### src/rtl/pwm_pkg.sv
`default_nettype none
// ============================================================================
// Module   : pwm_pkg
// Purpose  : Shared constants and helpers for the PWM generator slice:
//            default prescaler divide, default counter width, channel count.
// Revision : 1.0  initial release
// ============================================================================
package pwm_pkg;

  // Number of PWM output channels driven by the block
  localparam int NUM_CH      = 16;

  // Default clk cycles per PWM counter step
  localparam int CLK_DIV_DEF = 3000;

  // Default PWM counter width; one period is 2^CNT_W steps
  localparam int CNT_W_DEF   = 8;

  // Prescaler register width; a divide of 1 still needs a 1-bit register
  function automatic int presc_width(input int div);
    return (div > 1) ? $clog2(div) : 1;
  endfunction

endpackage
`default_nettype wire

### src/rtl/pwm_timebase.sv
`default_nettype none
// ============================================================================
// Module   : pwm_timebase
// Purpose  : Shared PWM time base. A prescaler divides clk by CLK_DIV to form
//            a step strobe; the PWM counter advances once per strobe and
//            wraps every 2^CNT_W steps. period_start marks the strobe that
//            moves the counter back to 0.
// Revision : 1.0  initial release
// ============================================================================
module pwm_timebase
  import pwm_pkg::*;
#(
  parameter int CLK_DIV = CLK_DIV_DEF,
  parameter int CNT_W   = CNT_W_DEF
) (
  input  logic             clk,
  input  logic             rst_n,
  output logic [CNT_W-1:0] cnt,
  output logic             period_start
);

  localparam int                     c_PRESC_W   = presc_width(CLK_DIV);
  localparam logic [c_PRESC_W-1:0]   c_PRESC_MAX = c_PRESC_W'(CLK_DIV - 1);
  localparam logic [CNT_W-1:0]       c_CNT_MAX   = '1;

  logic [c_PRESC_W-1:0] r_presc;
  logic [CNT_W-1:0]     r_cnt;
  logic                 w_step;

  // With CLK_DIV=1 the prescaler sits at 0 and the strobe is high every cycle
  assign w_step = (r_presc == c_PRESC_MAX);

  // Prescaler: count 0..CLK_DIV-1, restart after the strobe cycle
  always_ff @(posedge clk or negedge rst_n) begin
    if (!rst_n) begin
      r_presc <= '0;
    end else if (w_step) begin
      r_presc <= '0;
    end else begin
      r_presc <= r_presc + c_PRESC_W'(1);
    end
  end

  // PWM counter: advance once per step strobe, natural wrap at 2^CNT_W
  always_ff @(posedge clk or negedge rst_n) begin
    if (!rst_n) begin
      r_cnt <= '0;
    end else if (w_step) begin
      r_cnt <= r_cnt + CNT_W'(1);
    end
  end

  // Counter is 0 in reset, so this pulse is low while rst_n is asserted
  assign period_start = w_step && (r_cnt == c_CNT_MAX);
  assign cnt          = r_cnt;

endmodule
`default_nettype wire

### src/rtl/pwm_generator.sv
`default_nettype none
// ============================================================================
// Module   : pwm_generator
// Purpose  : 16-channel PWM generator. All PWM-mode channels share one time
//            base and one active duty value, so they stay phase-aligned.
//            Each channel is forced low, forced high, or follows the PWM
//            waveform according to en_out/en_pwm; outputs are registered.
// Config   : PWM_SHADOW_DUTY_EN - when defined, duty is loaded into the
//            active duty register only on the period_start cycle; otherwise
//            it is loaded every clk and takes effect mid-period.
// Revision : 1.0  initial release
// ============================================================================
module pwm_generator
  import pwm_pkg::*;
#(
  parameter int CLK_DIV = CLK_DIV_DEF,
  parameter int CNT_W   = CNT_W_DEF
) (
  input  logic              clk,
  input  logic              rst_n,
  input  logic [NUM_CH-1:0] en_out,
  input  logic [NUM_CH-1:0] en_pwm,
  input  logic [CNT_W-1:0]  duty,
  output logic [NUM_CH-1:0] pwm_out,
  output logic              period_start
);

  localparam logic [CNT_W-1:0] c_DUTY_FULL = '1;

  logic [CNT_W-1:0]  w_cnt;
  logic              w_period_start;
  logic [CNT_W-1:0]  r_duty_act;
  logic              w_pwm_raw;
  logic [NUM_CH-1:0] w_chan;
  logic [NUM_CH-1:0] r_pwm_out;

  pwm_timebase #(
    .CLK_DIV (CLK_DIV),
    .CNT_W   (CNT_W)
  ) u_timebase (
    .clk          (clk),
    .rst_n        (rst_n),
    .cnt          (w_cnt),
    .period_start (w_period_start)
  );

`ifdef PWM_SHADOW_DUTY_EN
  // Shadowed duty: load only at the period boundary so a period never mixes two values
  always_ff @(posedge clk or negedge rst_n) begin
    if (!rst_n) begin
      r_duty_act <= '0;
    end else if (w_period_start) begin
      r_duty_act <= duty;
    end
  end
`else
  // Direct duty: follow the input every clk, new value applies at the next compare
  always_ff @(posedge clk or negedge rst_n) begin
    if (!rst_n) begin
      r_duty_act <= '0;
    end else begin
      r_duty_act <= duty;
    end
  end
`endif

  // Full-scale duty holds high through the last step instead of dipping low once per period
  assign w_pwm_raw = (r_duty_act == c_DUTY_FULL) || (w_cnt < r_duty_act);

  // Per-channel select: disabled -> 0, static mode -> 1, PWM mode -> shared waveform
  always_comb begin
    w_chan = '0;
    for (int i = 0; i < NUM_CH; i++) begin
      if (!en_out[i]) begin
        w_chan[i] = 1'b0;
      end else if (!en_pwm[i]) begin
        w_chan[i] = 1'b1;
      end else begin
        w_chan[i] = w_pwm_raw;
      end
    end
  end

  // Output register: every enable or counter change appears one clk later
  always_ff @(posedge clk or negedge rst_n) begin
    if (!rst_n) begin
      r_pwm_out <= '0;
    end else begin
      r_pwm_out <= w_chan;
    end
  end

  assign pwm_out      = r_pwm_out;
  assign period_start = w_period_start;

endmodule
`default_nettype wire
### config.mk
export PLATFORM = sky130hd
export DESIGN_NAME = pwm_generator
export DESIGN_NICKNAME = d
export VERILOG_FILES = /design/src/rtl/pwm_pkg.sv /design/src/rtl/pwm_timebase.sv /design/src/rtl/pwm_generator.sv
export SDC_FILE = /design/constraint.sdc
export NUM_CORES = 1
export LEC_CHECK = 0
export CAP_MARGIN = 15
export CORE_ASPECT_RATIO = 1.2
export CORE_MARGIN = 2
export CORE_UTILIZATION = 50
export CTS_CLUSTER_DIAMETER = 200
export DETAILED_ROUTE_END_ITERATION = 10
export MAX_ROUTING_LAYER = met4
export PLACE_DENSITY = 0.83
export SKIP_CTS_REPAIR_TIMING = 1
export SLEW_MARGIN = 25
export SYNTH_ARGS = -nofsm -noshare
export SYNTH_HDL_FRONTEND = slang
export SYNTH_HIERARCHICAL = 1
export SYNTH_SLANG_ARGS = --single-unit
export TNS_END_PERCENT = 1
### constraint.sdc
create_clock -name clk -period 4.52 [get_ports clk]
set_input_delay 0.452 -clock clk [delete_from_list [all_inputs] [get_ports clk]]
set_output_delay 0.452 -clock clk [all_outputs]
set_load 0.005 [all_outputs]
Word level (Yosys, flattened, before mapping)
Cells that the tools add are included.
- word-level logic and storage cells: 45
- register bits: 44
- mux-type cells: 33
- eq/ne operators: 3
- reductions and logical operators: 2
- add/subtract/negate cells: 2
- order comparisons: 1
- operators by type and width (cell ; count):
    1-bit two-way mux ; 32
    8-bit == test, second input constant ; 2
    12-bit by 1-bit adder with 12-bit output, second input constant ; 1
    12-bit == test, second input constant ; 1
    12-bit two-way mux ; 1
    8-bit by 1-bit adder with 8-bit output, second input constant ; 1
    8-bit < comparator ; 1
    1-bit logical AND ; 1
    1-bit logical OR ; 1

Depth between registers and ports, before layout
Gate-level depths: netlist of the first run.
- depth in word-level cells: 4
- depth in mapped cells: 7
- mapped depth without buffers: 6

By module
Netlist of the first run, hierarchy kept.
- by module, submodules not included (module ; seq. area each (µm²) ; area each (µm²) ; instances ; cells an instance):
    pwm_generator ; 600.6 ; 1016.0 ; 1 ; 68
    pwm_timebase ; 500.5 ; 958.4 ; 1 ; 84

Worst setup path after synthesis of the first run
OpenSTA, ideal clock, no wires.
- path type: register -> register
- start point: register u_timebase.r_cnt[7], in the netlist u_timebase/cnt[7]
- end point: register r_pwm_out[10], in the netlist pwm_out[10]
- stages on the path, launching flop included: 7
- setup time: 0.122 ns
- path slack: 2.850 ns
- path buffers: 1
- data arrival time: 1.548 ns
- path through: dfrtp_1 > ha_1 > and4_1 > o21ai_1 > o32ai_4 > buf_6 > a21boi_2
- word-level cells in the longest chain between the ends: 4
- RTL lines (item ; line ; source):
    start, declared ; pwm_timebase.sv:27 ; logic [CNT_W-1:0] r_cnt;
    start signal, assigned ; pwm_timebase.sv:49 ; r_cnt <= r_cnt + CNT_W'(1);
    8-bit < comparator ; pwm_generator.sv:68 ; assign w_pwm_raw = (r_duty_act == c_DUTY_FULL) || (w_cnt < r_duty_act);
    1-bit logical OR ; pwm_generator.sv:68 ;
    1-bit two-way mux ; pwm_generator.sv:76 ; end else if (!en_pwm[i]) begin
    1-bit two-way mux ; pwm_generator.sv:74 ; if (!en_out[i]) begin
    net w_chan[10] ; pwm_generator.sv:34 ; logic [NUM_CH-1:0] w_chan;
    end signal, assigned ; pwm_generator.sv:89 ; r_pwm_out <= w_chan;
    end, declared ; pwm_generator.sv:35 ; logic [NUM_CH-1:0] r_pwm_out;
The timed path passes the listed nets, and every way through them passes these cells.
A chain may end at the register's enable or synchronous reset.

Worst setup path after layout of the first run
- start point: register u_timebase.r_presc[0]
- end point: output port period_start
- word-level cells in the longest chain between the ends: 2
- RTL lines (item ; line ; source):
    start, declared ; pwm_timebase.sv:26 ; logic [c_PRESC_W-1:0] r_presc;
    start signal, assigned ; pwm_timebase.sv:40 ; r_presc <= r_presc + c_PRESC_W'(1);
    12-bit == test ; pwm_timebase.sv:31 ; assign w_step = (r_presc == c_PRESC_MAX);
    1-bit logical AND ; pwm_timebase.sv:54 ; assign period_start = w_step && (r_cnt == c_CNT_MAX);
    end, declared ; pwm_generator.sv:25 ; output logic period_start
Every way passes these cells.

==> results of run 1 <==
## worst reg2reg max path, cell delays in order (launching register included)
cell	delay, ps
dfrtp_1	420
ha_1	330
and4_1	190
o21ai_1	100
o32ai_4	740
a21boi_0	250
## registers in the layout (all words and copies together), names as in the netlist
register and flops:
pwm_out 16, u_timebase/r_presc 12, r_duty_act 8, u_timebase/cnt 8
## cell type report
type / count / area [µm²] / share of cell area (%)
Multi-Input combinational cell: 97 / 823 / 30.5
Tap cell: 54 / 67.6 / 2.51
Inverter: 9 / 33.8 / 1.25
Timing Repair Buffer: 58 / 578 / 21.4
Clock buffer: 6 / 82.6 / 3.06
Clock inverter: 2 / 10.0 / 0.371
Sequential cell: 44 / 1100 / 40.8
## routing by layer
layer / vias to the layer above / share of wire [%] / routed length, µm
met5: - / 0 / 0
met4: 0 / 1.1 / 46
met3: 4 / 7.9 / 318
met2: 49 / 54 / 2160
met1: 680 / 37 / 1500
li1: 654 / - / -
## cells by family after synthesis
| group | after synthesis | share of synthesized area [%] |
|---|---|---|
| XOR/XNOR | 13 | 5.77 |
| adder cells (fa/ha/maj) | 9 | 5.70 |
| flip-flops | 44 | 55.8 |
| AND/OR/NAND/NOR | 44 | 14.8 |
| buffers and inverters | 11 | 2.53 |
| multiplexers | 2 | 1.08 |
| AO/OA/AOI/OAI | 29 | 14.3 |
## metrics by stage
stage                     cell area (µm²)  std cells  power, W
after floorplan                      1970        152  0.000430
after global placement               2600        262  0.000489
after detailed placement             2600        262  0.000493
after CTS                            2690        270  0.000747
after global routing                 2700        270  0.000768
final                                2700        270  0.000738
## worst max-delay path by stage
stage | end | slack (ps) | cells after the start
4_1_cts | period_start | 1950 | 6
3_5_place_dp | period_start | 2290 | 6
5_1_grt | period_start | 1850 | 6
6_report | period_start | 1950 | 6
2_1_floorplan | pwm_out[10]$_DFF_PN0_ | 2850 | 6
3_3_place_gp | period_start | 2350 | 6
## cells in the mapped netlist
library cell  number  area [µm²]
a2111oi_4          1        27.5
a21boi_0           6        45.0
a21boi_2          10         113
a21o_1             3        22.5
a21oi_1            2        10.0
a41o_1             1        10.0
and2_2             1        7.51
and3_1             2        12.5
and3b_2            1        10.0
and4_1             1        8.76
and4_2             1        10.0
buf_2              1        5.00
buf_6              1        11.3
dfrtp_1           44        1100
ha_1               9         113
inv_1              9        33.8
mux2_2             1        11.3
mux2i_1            1        10.0
nand2_1            8        30.0
nand2b_4           1        13.8
nand3_1            2        10.0
nand3_2            1        10.0
nand4_1            6        37.5
nand4b_2           1        15.0
nand4bb_4          1        27.5
nor2_1             9        33.8
nor3_1             4        20.0
nor3_2             1        10.0
nor3b_2            1        12.5
o21a_1             1        7.51
o21ai_0            3        15.0
o21ai_1            1        5.00
o32ai_4            1        27.5
or3_1              2        12.5
or3_4              1        11.3
xnor2_1            7        61.3
xor2_1             6        52.6
## power by group
group          switching, W  internal (W)
Combinational     0.0000239     0.0000518
Sequential       0.00000454      0.000404
Clock              0.000132      0.000122
==> results.toml, run 1 <==
[synthesis]
synth.avg_cell_area_um2 = 13.0
yosysWarningCount = 6
synthesis.nets = 203
synth_seq_cells = 44
ys_types = 37
seq_area_frac_synth_pct = 55.8
syn_area_mm2 = 0.00197
syn_inst = 152

[timing]
fin_crit_sh_pct = 56.8
setup_slack_ps = 1950
finalSetupViolations = 0
worst_hold_slack_ps = 128
slew_violations = 0
min_period_ps = 2570
tightestPinTransition_ps = 800
rsz0062_at_grt = "no"
clock_skew_ps = 4.49
totalNegativeSetupSlack_ps = 0
fmaxAchievable_mhz = 390
slew_headroom_pct = 46.6
hold_viol = 0

[route]
via_per_inst = 5.14
dr.pass1.iters = 4
wl_per_cell_um = 14.9
vias = 1387
drc_errors = 0
ant_nets = 0
drt-initial-drc-count = 40
drt_wl_total_mm = 4.03

[clocking]
cts_tree = "yes"
clk_latency_ps = 300
cts_buffers = 5
path_clk_slew_ps = 80
ctsLongestPathBuffers = 2
clock-sinks = 44
cts_root_buf = "clkbuf_8"
cts_htree_levels = 2

[worst_setup_path]
slowest_delay_ps = 520
reg2reg_slack_ps = 2340
regToRegEndpoint = "pwm_out[0]$_DFF_PN0_"
critPathCaptureType = "output port"
cpLargestDelayFamily = "simple AND/OR/NAND/NOR gates"
crit_type = "flip-flop to output port"
cp_max_fo = 4
path_cells = "ha_1, nand3_2, nor3_1, nand2_1, nor3_1, clkdlybuf4s50_1"
cp.required_ps = 4070
reg2reg_from = "u_timebase/cnt[7]$_DFFE_PN0N_"
critPathSlowestCell = "clkdlybuf4s50_1"
cp-startpoint = "u_timebase/r_presc[0]$_DFF_PN0_"
path_buf_inv = 1
cp_common_cell = "nor3_1"
cp.arrival_ps = 2120
reg2regPathDepth = 5
critPathLaunchType = "flip-flop"

[global_route]
first_global_vias = 1452
track_usage_pct = 20.4
grt_max_degree = 45
grtUsageMet1_pct = 21.8
grt_antenna_before_repair = 0
grt_overflow_total = 0
grt_first_pass_wirelength_mm = 6.46
grt_use_met3_pct = 9.04
grt_most_used_layer = "met2"
grt_use_met2_pct = 33.2

[layout]
num-nets-final = 266
fin_util_pct = 69.5
drive_gt1_share_pct = 14.8
diodes = 0
most-common-layout-cells = "57 x clkdlybuf4s50_1, 44 x dfrtp_1, 10 x a21boi_2"
final_common_cell = "clkdlybuf4s50_1"
fillCellCount = 299
syn2layout_area_growth_pct = 36.6

[placed_design]
place_hpwl_mm = 3.10
place.gp.congestion = 0.790
place_ws_ps = 2290
io_buffers = 58

[die]
die_y_um = 72.8
placeableCoreArea_mm2 = 0.00388
die-area_mm2 = 0.00447
die_w_um = 61.4
initial_utilization_pct = 50.9
rows = 25
pin_count = 59

[power]
power.density_mw_per_mm2 = 274
p_leak_nw = 1.20
peakVddDrop_mv = 0.180

[worst_hold_path]
hp-class = "input pin to async pin"

[run_status]
outcome = "finished, final reports clean"

[flow_run]
maxCapViolations = 0
No activity file was read; power rests on OpenSTA's default activity.
==> inputs of run 2 (changes only) <==
CORE_UTILIZATION = 42   (was 50)
PLACE_DENSITY = 0.74   (was 0.83)
clock period = 2.25 ns   (was 4.52 ns; I/O delays follow)
==> run 2 against run 1 <==
Die area increased by 18%. Worst hold slack improved by 240 ps. First-iteration DRC count increased by 7.5%. Sequential power increased by 100%. Combinational power increased by 100%. Clock skew about the same. Via count decreased by 2.5%. Sequential share of layout area decreased by 0.49 points. Core utilization decreased by 9.7 points. Design area increased by 1.2%. Total power increased by 94%. Wire length decreased by 8.1%. Critical endpoint is now pwm_out[5]$_DFF_PN0_. Largest cell class unchanged. Highest routed layer unchanged.
==> results.toml, run 2 (synthesis results as in run 1) <==
[power]
switching_share_pct = 21.1
intPower_w = 0.00113
peakVddDrop_mv = 0.314
switching_power_w = 0.000302
p_clk_share_pct = 32.0
p_seq_share_pct = 57.3
p_leak_nw = 1.23
power_frac_comb_pct = 10.7
power.density_mw_per_mm2 = 524

[timing]
worst_hold_slack_ps = 365
finalSetupViolations = 0
min_period_ps = 1860
slew_violations = 0
hold_viol = 0
fmaxAchievable_mhz = 539
tightestPinTransition_ps = 606
slew_headroom_pct = 59.6
fin_crit_sh_pct = 82.5
rsz0062_at_grt = "no"
clock_skew_ps = 4.64

[clocking]
cts_tree = "yes"
clock-sinks = 44
cts_htree_levels = 2
cts_root_buf = "clkbuf_8"
clk_latency_ps = 290
ctsLongestPathBuffers = 2
cts_buffers = 5
path_clk_slew_ps = 80

[worst_setup_path]
reg2regPathDepth = 6
slowest_delay_ps = 420
path_buf_inv = 1
critPathCapture = "pwm_out[5]$_DFF_PN0_"
regToRegEndpoint = "pwm_out[5]$_DFF_PN0_"
cp-startpoint = "u_timebase/cnt[5]$_DFFE_PN0N_"
critPathLaunchType = "flip-flop"
critPathSlowestCell = "dfrtp_1"
cp.depth = 6
reg2reg_from = "u_timebase/cnt[5]$_DFFE_PN0N_"
cp.arrival_ps = 2060
cp.required_ps = 2450
cpLargestDelayFamily = "compound AO/OA/AOI/OAI gates"
path_cells = "ha_1, a41o_1, a21oi_1, o32ai_4, buf_4, a21boi_0"
reg2reg_slack_ps = 390
crit_type = "flip-flop to flip-flop"
critPathCaptureType = "flip-flop"
cp_max_fo = 16

[route]
wl_per_cell_um = 13.3
drt_wl_total_mm = 3.70
drc_errors = 0
ant_nets = 0
via_per_inst = 4.87
dr.pass1.iters = 4
drt-initial-drc-count = 43
vias = 1353

[global_route]
first_global_vias = 1468
track_usage_pct = 17.1
grt_first_pass_wirelength_mm = 6.48
grt_antenna_before_repair = 0
grt_overflow_total = 0
grt_max_degree = 28

[placed_design]
place.gp.congestion = 0.778
place_hpwl_mm = 2.94
io_buffers = 58
dp.cells = 270

[die]
placeableCoreArea_mm2 = 0.00456
die-area_mm2 = 0.00527
pin_count = 59
die_y_um = 79.1
rows = 27
initial_utilization_pct = 43.3
die_w_um = 66.6

[layout]
diodes = 0
most-common-layout-cells = "56 x clkdlybuf4s50_1, 44 x dfrtp_1, 10 x a21boi_2, 9 x inv_1, 9 x nor2_1"
syn2layout_area_growth_pct = 38.2
fin_util_pct = 59.8
final_cells = 278
num-nets-final = 271
drive_gt1_share_pct = 15.9
fillCellCount = 397
largest_register_ffs = 16
final_common_cell = "clkdlybuf4s50_1"

[flow_run]
maxCapViolations = 0

[worst_hold_path]
hp-class = "input pin to flip-flop"

[run_status]
outcome = "finished, final reports clean"
-- run 2: cell types whose count changed in the layout (fill, tap and decap cells not counted), sizes merged --
cell | before | now
buf | 1 | 5
dlygate4sd3 | 0 | 1
clkdlybuf4s50 | 57 | 56
clkinv | 2 | 1
dlymetal6s2s | 0 | 1
-- run 2: worst min-delay path by stage --
stage                 start                              end  cells after the start
floorplan             rst_n             pwm_out[0]$_DFF_PN0_                      0
global placement      rst_n  u_timebase/r_presc[9]$_DFF_PN0_                      1
detailed placement    rst_n  u_timebase/r_presc[8]$_DFF_PN0_                      1
CTS                   rst_n  u_timebase/r_presc[8]$_DFF_PN0_                      1
global route        duty[7]          r_duty_act[7]$_DFF_PN0_                      1
finish              duty[7]          r_duty_act[7]$_DFF_PN0_                      1
-- run 2: final cells by class --
cell class	instances	area [µm²]	share of cell area (%)
Sequential cell	44	1100	40.3
Multi-Input combinational cell	97	826	30.3
Timing Repair Buffer	63	618	22.7
Clock buffer	6	72.6	2.66
Tap cell	58	72.6	2.66
Inverter	9	33.8	1.24
Clock inverter	1	5.00	0.183
-- run 2: power groups by stage --
| stage | sequential (W) | clock, W | combinational, W |
|---|---|---|---|
| final | 0.000820 | 0.000458 | 0.000153 |
| after global routing | 0.000822 | 0.000519 | 0.000170 |
| after floorplan | 0.000837 | 0 | 0.0000274 |
| after global placement | 0.000835 | 0 | 0.000152 |
| after detailed placement | 0.000836 | 0 | 0.000155 |
| after CTS | 0.000820 | 0.000482 | 0.000156 |
-- run 2: layer usage --
metal	up-vias	track usage [%]	routed length (µm)
li1	664	-	-
met1	627	18.9	1430
met2	55	27.1	1830
met3	7	7.79	378
met4	0	6.12	64
met5	-	-	0
-- run 2: stage by stage --
step	instance area [µm²]	setup TNS, ps	worst slack (ps)	total power [W]
2_1_floorplan	1970	0	580	0.000865
3_3_place_gp	2640	0	285	0.000987
3_5_place_dp	2640	0	294	0.000992
4_1_cts	2710	-45.4	-45.4	0.00146
5_1_grt	2730	0	266	0.00151
6_report	2730	0	394	0.00143
